==> src/rtl/mem_port_arbiter.sv <==
// ============================================================================
// Module      : mem_port_arbiter
// Description : Three-way (debug / data / fetch) arbiter onto one single-port
//               RAM, with fetch anti-starvation and an exclusive debug lock.
// Revision    : 1.0 - initial release
// ============================================================================
`default_nettype none

module mem_port_arbiter #(
    parameter int AW     = 12,
    parameter int STARVE = 4
) (
    input  logic          CPU_CLK,
    input  logic          CPU_RST,
    input  logic          IReq,
    input  logic [AW-1:0] IAddr,
    output logic          IGnt,
    output logic          IValid,
    output logic [31:0]   IRdata,
    input  logic          DReq,
    input  logic [AW-1:0] DAddr,
    input  logic [3:0]    DWe,
    input  logic [31:0]   DWdata,
    output logic          DGnt,
    output logic          DValid,
    output logic [31:0]   DRdata,
    input  logic          DbgReq,
    input  logic [AW-1:0] DbgAddr,
    input  logic [3:0]    DbgWe,
    input  logic [31:0]   DbgWdata,
    input  logic          DbgLock,
    output logic          DbgGnt,
    output logic          DbgValid,
    output logic [31:0]   DbgRdata,
    output logic          RamEn,
    output logic [AW-1:0] RamAddr,
    output logic [3:0]    RamWe,
    output logic [31:0]   RamWdata,
    input  logic [31:0]   RamRdata,
    output logic          StallF,
    output logic          StallM,
    output logic          Locked
);

    typedef enum logic [0:0] {
        ST_NORMAL = 1'b0,
        ST_LOCK   = 1'b1
    } state_t;

    typedef enum logic [1:0] {
        OWN_NONE = 2'd0,
        OWN_I    = 2'd1,
        OWN_D    = 2'd2,
        OWN_DBG  = 2'd3
    } owner_t;

    localparam logic [2:0] C_STARVE_MAX = 3'(STARVE);

    state_t     r_state, w_state_nxt;
    owner_t     r_owner, w_owner_nxt;
    logic [2:0] r_starve, w_starve_nxt;
    logic       w_promote;

    assign w_promote = (r_starve == C_STARVE_MAX);

    // Grants are held at zero during reset so every output is quiet.
    always_comb begin
        IGnt   = 1'b0;
        DGnt   = 1'b0;
        DbgGnt = 1'b0;
        if (CPU_RST) begin
            if (r_state == ST_LOCK) begin
                DbgGnt = DbgReq;
            end else if (DbgReq) begin
                DbgGnt = 1'b1;
            end else if (w_promote && IReq) begin
                IGnt = 1'b1;
            end else if (DReq) begin
                DGnt = 1'b1;
            end else if (IReq) begin
                IGnt = 1'b1;
            end
        end
    end

    always_comb begin
        RamEn       = 1'b0;
        RamAddr     = '0;
        RamWe       = 4'b0000;
        RamWdata    = '0;
        w_owner_nxt = OWN_NONE;
        if (DbgGnt) begin
            RamEn    = 1'b1;
            RamAddr  = DbgAddr;
            RamWe    = DbgWe;
            RamWdata = DbgWdata;
            if (DbgWe == 4'b0000) w_owner_nxt = OWN_DBG;
        end else if (DGnt) begin
            RamEn    = 1'b1;
            RamAddr  = DAddr;
            RamWe    = DWe;
            RamWdata = DWdata;
            if (DWe == 4'b0000) w_owner_nxt = OWN_D;
        end else if (IGnt) begin
            RamEn    = 1'b1;
            RamAddr  = IAddr;
            w_owner_nxt = OWN_I;
        end
    end

    // The cycle that releases the lock is still arbitrated as locked.
    always_comb begin
        w_state_nxt  = r_state;
        w_starve_nxt = r_starve;
        if (r_state == ST_NORMAL) begin
            if (DbgGnt && DbgLock) w_state_nxt = ST_LOCK;
            if (IGnt || !IReq) begin
                w_starve_nxt = 3'd0;
            end else if (r_starve < C_STARVE_MAX) begin
                w_starve_nxt = r_starve + 3'd1;
            end
        end else begin
            if (!DbgLock) w_state_nxt = ST_NORMAL;
        end
    end

    always_ff @(posedge CPU_CLK or negedge CPU_RST) begin
        if (!CPU_RST) begin
            r_state  <= ST_NORMAL;
            r_owner  <= OWN_NONE;
            r_starve <= 3'd0;
        end else begin
            r_state  <= w_state_nxt;
            r_owner  <= w_owner_nxt;
            r_starve <= w_starve_nxt;
        end
    end

    assign IValid   = (r_owner == OWN_I);
    assign DValid   = (r_owner == OWN_D);
    assign DbgValid = (r_owner == OWN_DBG);
    assign IRdata   = IValid   ? RamRdata : 32'd0;
    assign DRdata   = DValid   ? RamRdata : 32'd0;
    assign DbgRdata = DbgValid ? RamRdata : 32'd0;

    assign StallF = IReq & ~IGnt & CPU_RST;
    assign StallM = DReq & ~DGnt & CPU_RST;
    assign Locked = (r_state == ST_LOCK);

endmodule

`default_nettype wire

==> config.mk <==
export PLATFORM = sky130hd
export DESIGN_NAME = mem_port_arbiter
export DESIGN_NICKNAME = d
export VERILOG_FILES = /design/src/rtl/mem_port_arbiter.sv
export SDC_FILE = /design/constraint.sdc
export NUM_CORES = 1
export LEC_CHECK = 0
export BUFFER_PORTS_ARGS = -buffer_cell sky130_fd_sc_hd__buf_2
export CAP_MARGIN = 20
export CORE_AREA = 5 5 114 116
export CTS_CLUSTER_SIZE = 20
export DETAILED_ROUTE_END_ITERATION = 10
export DIE_AREA = 0 0 119 121
export PLACE_DENSITY = 0.52
export SETUP_SLACK_MARGIN = 0.2
export SLEW_MARGIN = 20
export SYNTH_ARGS = -nofsm -noshare
export SYNTH_HDL_FRONTEND = slang
export SYNTH_SLANG_ARGS = --single-unit
==> constraint.sdc <==
create_clock -name CPU_CLK -period 1.6 [get_ports CPU_CLK]
set_input_delay 0.16 -clock CPU_CLK [delete_from_list [all_inputs] [get_ports CPU_CLK]]
set_output_delay 0.16 -clock CPU_CLK [all_outputs]
set_load 0.02 [all_outputs]
==> impl_metrics.tcl, run 1 <==
set metrics [dict create \
    ys.flop_type "dfrtp_1" \
    synth-edff-count 0 \
    cp.required_ps 1440 \
    ios 300 \
    cp_top_family "buffers and inverters" \
    worstMarginPinSlew_ps 292 \
    p_leak_nw 3.19 \
    yosysSeqAreaShare_pct 9.29 \
    post-route-util_pct 52.5 \
    startpoint_type "flop" \
    peakVddDrop_mv 0.454 \
    wl_met3_um 1070 \
    portBuffers 299 \
    cts_max_path_buffers 2 \
    grt_pass1_vias 3719 \
    p_comb_share_pct 70.4 \
    pwr-share-seq_pct 9.3 \
    globalRouteOverflowTotal 0 \
    critPathBufInv 4 \
    core_um2 11800 \
    finClkSkew_ps 1.39 \
    cts.htree.levels 1 \
    netlist-cell-type-count 27 \
    setup_violations 88 \
    crit_cells 9 \
    max_stage_delay_ps 380 \
    intPower_mw 1.27 \
    syn_to_final_growth_pct 284 \
    swShare_pct 35.1 \
    power.density_nw_per_um2 316 \
    drv_cap 0 \
    worstHoldPathCells 2 \
    slew_violations 0 \
    chipHeight_um 121 \
    slew-limit-headroom_pct 80.5 \
    crit_chain "inv_2 -> ha_4 -> nand3_2 -> and4bb_4 -> buf_12 -> buf_16 -> a22o_1 -> a21o_1 -> buf_6" \
    crit_fanout 6 \
    critPathCaptureType "output port" \
    nets 731 \
    synthCells 225 \
    p_switching_mw 0.687 \
    fp.dieW_um 119 \
    ys_ff_latch 6 \
    cts_tree "built" \
    violations "negative setup slack" \
    cts_sinks 6 \
    grt_max_degree 41 \
    synth_area_leader_cell "a22o_1" \
    design_area_um2 6200 \
    min_path_type "input pin to flop" \
    cp_slowest_cell "dfrtp_1" \
    drt-met1-wl_um 5020 \
    fp.dieArea_um2 14400 \
    r2r_cells 9 \
    routed_via_density 4.62 \
    hold_viol 0 \
    setup_slack_ps -453 \
    maxUsedRoutingLayer "met4" \
    grt_setup_unrepaired "yes" \
    routed_wl_um 14400 \
    p_clk_share_pct 20.3 \
    grt_pass1_wl_um 20200 \
    track_usage_pct 17.4 \
    vias 3364 \
    fin_crit_sh_pct 128 \
    placed_cell_area_um2 3780 \
    min_period_ps 2050 \
    clockRootBuffer "clkbuf_16" \
    setup.worst_path.class "flop to output port" \
    synth_warnings 0 \
    place_congestion 0.812 \
    async_reset_ff_share_pct 100 \
    drt_iter0_drc 93 \
    initial_core_util_pct 13.7 \
    place_hpwl_um 9020 \
    cts-buffers-inserted 3 \
    wl_met2_um 8050 \
    wl_per_cell_um 19.8 \
    syn_area_um2 1620 \
    avgSynthCellArea_um2 7.18 \
    fmax_mhz 487 \
    drc 0 \
    n_antenna_cell 0 \
    post-synth-top-area-fraction_pct 26.0 \
    post_route_cells_drive_above_1_share_pct 92.1 \
    rows 40 \
    yosys-top-cells-area "a22o_1 (26%), and2_1 (26%), and3_1 (12%), dfrtp_1 (9.3%), a21o_1 (5.6%)" \
    run_status "finished, violations left" \
    syn-num-nets 373 \
    clk_latency_ps 230 \
    arrival_ps 1890 \
    ant_nets 0 \
    clk_pin_slew_ps 30 \
    antenna_found_initial 0 \
    firstDrtPassIters 4 \
]
cell usage after synthesis (all sizes together) (2+ instances only):
master   n
buf      9
ha       2
dfrtp    6
inv      4
a21oi    2
and2    67
nand2b   3
and3    32
a21o    12
nor4     2
nor2     3
a22o    48
nor2b    3
clkbuf  17
nand2    5
flip-flops by register name, summed over array words and instances, names as in the netlist:
signal / count
r_owner: 2
Locked: 1
r_starve: 3
cell usage in the layout, fill, tap and decap left out, drive strengths merged:
| cell type | n |
|---|---|
| a211oi | 1 |
| a21o | 12 |
| a21oi | 2 |
| a22o | 48 |
| a22oi | 1 |
| and2 | 67 |
| and3 | 32 |
| and4bb | 1 |
| buf | 373 |
| clkbuf | 8 |
| dfrtp | 6 |
| dlygate4sd3 | 1 |
| ha | 2 |
| inv | 4 |
| nand2 | 5 |
| nand2b | 3 |
| nand3 | 1 |
| nor2 | 3 |
| nor2b | 3 |
| nor4 | 2 |
| o211a | 1 |
| o21a | 1 |
| o21ai | 1 |
| o22ai | 1 |
| o41ai | 1 |
| or3 | 1 |
power by group through the flow:
stage | Clock (mW) | Sequential [mW] | Combinational, mW
after CTS | 0.406 | 0.180 | 1.26
final | 0.397 | 0.183 | 1.38
after global placement | 0 | 0.180 | 0.890
after detailed placement | 0 | 0.180 | 0.909
after floorplan | 0 | 0.188 | 0.462
after global routing | 0.423 | 0.184 | 1.46
path summary, 6_finish.rpt:
path	startpoint	end	slack, ps
setup / recovery	r_starve[0]	RamAddr[7]	-450
hold / removal	DbgLock	Locked	160
setup reg to reg	r_starve[0]	r_owner[0]	-40
hold reg to reg	r_starve[0]	r_starve[0]	590
max in group asynchronous	CPU_RST	r_owner[0]	810
min in group asynchronous	CPU_RST	r_starve[0]	570
logic make-up after synthesis:
| group | count (synthesis) | share of synthesized area, % |
|---|---|---|
| AO/OA/AOI/OAI | 69 | 35.4 |
| adder cells (fa/ha/maj) | 2 | 1.55 |
| buffers and inverters | 30 | 8.98 |
| flip-flops | 6 | 9.29 |
| AND/OR/NAND/NOR | 118 | 44.7 |
layer usage:
| metal | vias to the layer above | GRT usage, % |
|---|---|---|
| met5 | - | 0 |
| met4 | 0 | 5.21 |
| met3 | 22 | 3.64 |
| met2 | 217 | 35.2 |
| met1 | 1585 | 17.7 |
| li1 | 1540 | - |
worst register-to-register path, delay by kind of cell, from the launching register on:
kind            cells  cell delay [ps]
flops               1              380
fa+ha+maj           1              140
buf+inv             4              400
simple gates        3              390
compound gates      1              250
cell type report:
cell class | instances | area (um^2)
tap | 147 | 184
sequential | 6 | 150
fill | 993 | 5610
timing repair buffer | 379 | 3710
inverter | 4 | 15.0
multi-input combinational | 189 | 2070
clock buffer | 3 | 75.1
repair_timing:
item | CTS | global route
resized for setup | 424 | 60
endpoints found under the hold margin | 6 | 0
cloned | 15 | 6
pin swaps | 61 | 31
endpoints found under the setup margin | 144 | 157
setup buffers | 18 | 12
hold buffers | 1 | 0
metrics by stage:
step	cells	total power, mW	hold WS [ps]	setup slack, ps	setup TNS [ps]
after floorplan	225	0.651	-136	-62.3	-1130
after global placement	673	1.07	180	-244	-7420
after detailed placement	673	1.09	184	-282	-9510
final	728	1.96	161	-453	-20870
after global routing	728	2.06	172	-541	-27570
after CTS	710	1.85	162	-457	-20490
Note: power is estimated with default switching activity, not from simulation.
==> inputs of run 2 (changes only) <==
Settings changed: GPL_TIMING_DRIVEN from default to 0.
==> run 2 against run 1 <==
  * Sequential power grew 4%
  * Clock skew grew 4.5 ps
  * Final cell count shrank 2.5%
  * Setup slack lost 25 ps
  * Total power shrank 6.8%
  * The run still ends with negative setup slack left
  * Critical path type unchanged
  * Non-clock buffer count shrank 18
  * Worst hold slack lost 14 ps
==> impl_metrics.tcl, run 2 (synthesized netlist as in run 1, its figures left out) <==
set metrics [dict create \
    multi_input_area_um2 2040 \
    hold_viol 0 \
    syn_to_final_growth_pct 249 \
    run_status "finished, violations left" \
    cp_slowest_cell "dfrtp_1" \
    post_route_cells_drive_above_1_share_pct 91.1 \
    place_hpwl_um 9180 \
    placed_cell_area_um2 3670 \
    drv_cap 0 \
    crit_fanout 7 \
    startpoint_type "flop" \
    rows 40 \
    routed_wl_um 13300 \
    slew_violations 0 \
    fin_crit_sh_pct 130 \
    layout_commonest_cell "buf_2" \
    cts-buffers-inserted 3 \
    place_congestion 0.771 \
    cts_sinks 6 \
    power.density_nw_per_um2 323 \
    wl_per_cell_um 18.8 \
    grt_max_degree 11 \
    nets 713 \
    drt_iter0_drc 127 \
    globalRouteOverflowTotal 0 \
    slew-limit-headroom_pct 52.3 \
    mostFrequentLayoutCells "buf_2 (166), buf_6 (145), and2_4 (66), and3_4 (32), a22o_4 (30)" \
    min_path_type "input pin to flop" \
    min_period_ps 2080 \
    fp.dieW_um 119 \
    arrival_ps 1920 \
    setup_slack_ps -478 \
    p_leak_nw 2.98 \
    critPathCaptureType "output port" \
    peakVddDrop_mv 0.240 \
    grt_pass1_wl_um 17900 \
    setup_violations 63 \
    finClkSkew_ps 5.90 \
    min_from "DbgLock" \
    track_usage_pct 15.2 \
    vias 3231 \
    n_fill_cell 1047 \
    fp.dieArea_um2 14400 \
    fmax_mhz 481 \
    r2r-end "r_owner[1]" \
    clk_latency_ps 230 \
    initial_core_util_pct 13.7 \
    cts_tree "built" \
    violations "negative setup slack" \
    clk_pin_slew_ps 40 \
    grt_setup_unrepaired "yes" \
    grt_pass1_vias 3339 \
    portBuffers 299 \
    crit_chain "inv_2 -> ha_4 -> nand3_2 -> and4bb_1 -> buf_6 -> buf_8 -> a22o_1 -> a21o_4 -> buf_6" \
    worstHoldPathCells 2 \
    core_um2 11800 \
    antenna_found_initial 0 \
    hold_end "Locked" \
    ant_nets 0 \
    r2r_cells 9 \
    chipHeight_um 121 \
    reg2reg_from "r_starve[1]" \
    setup.worst_path.class "flop to output port" \
    top_register "r_starve" \
    rrSetupSlack_ps 70 \
    design_area_um2 5650 \
    cts.htree.levels 1 \
    ios 300 \
    cp.required_ps 1440 \
    cts_max_path_buffers 2 \
    cpMostUsedCell "buf_6" \
    max_stage_delay_ps 390 \
    regArea_um2 153 \
    dp_slack_ps -382 \
    worstMarginPinSlew_ps 716 \
    firstDrtPassIters 4 \
    clockRootBuffer "clkbuf_16" \
    drc 0 \
    n_antenna_cell 0 \
    hold_ws_ps 147 \
    routed_via_density 4.55 \
    largest_reg_flops 3 \
]
## run 2: cell count changes in the layout (fill, tap and decap cells not counted), moves of 3 or more
| cell | delta |
|---|---|
| buf_6 | -32 |
| buf_12 | -6 |
| buf_2 | +19 |
| buf_8 | +8 |
| buf_16 | -11 |
| buf_4 | -3 |
## run 2: worst max-delay path by stage
stage / startpoint / to / slack [ps] / cells past startpoint
2_1_floorplan: r_starve[1] / RamAddr[10] / -60 / 8
3_3_place_gp: CPU_RST / RamWdata[20] / -320 / 6
3_5_place_dp: CPU_RST / RamWdata[20] / -380 / 6
4_1_cts: r_starve[1] / RamAddr[9] / -470 / 9
5_1_grt: r_starve[1] / RamAddr[9] / -540 / 10
6_report: r_starve[1] / RamAddr[9] / -480 / 9
## run 2: what timing repair did
action | in CTS | in global routing
resized for setup | 323 | 148
setup buffers | 17 | 4
endpoints found under the hold margin | 6 | 0
endpoints found under the setup margin | 152 | 157
pin swaps | 31 | 40
hold buffers | 1 | 0
cloned | 8 | 6
## run 2: layout make-up
type,instances,area share (%)
timing repair buffer,335,50.5
multi-input combinational,189,36.2
buffer,26,5.78
tap,147,3.26
sequential,6,2.70
clock buffer,3,1.33
inverter,4,0.266
## run 2: metrics by stage
stage               utilization, %  cells  total power, mW  TNS (ps)
CTS                           42.8    700             1.69    -20960
detailed placement            31.1    671             1.04    -20890
finish                        47.8    710             1.82    -20590
floorplan                        -    225            0.651     -1130
global route                  47.8    710             1.91    -24850
global placement              31.1    671             1.02    -17300
## run 2: where the power goes
part,internal [mW],total (mW),switching (mW)
combinational,0.673,1.22,0.552
sequential,0.169,0.190,0.0207
clock,0.321,0.409,0.0878
## run 2: worst max-delay path, delay by kind of cell (launching register included)
| family | cells | cell delay [ps] |
|---|---|---|
| DFF | 1 | 390 |
| and+or+nand+nor | 2 | 260 |
| AOI/OAI and AO/OA | 2 | 400 |
| adders and majority gates | 1 | 140 |
| buffers and inverters | 4 | 480 |
## run 2: per-layer routing
metal  wire, um  part of all wire (%)  up-vias  GRT usage [%]
li1           -                     -     1500              -
met1       4710                    35     1538           15.5
met2       7570                    57      187           31.5
met3        967                   7.2        6           2.98
met4         98                  0.73        0           2.61
met5          0                     0        -              0
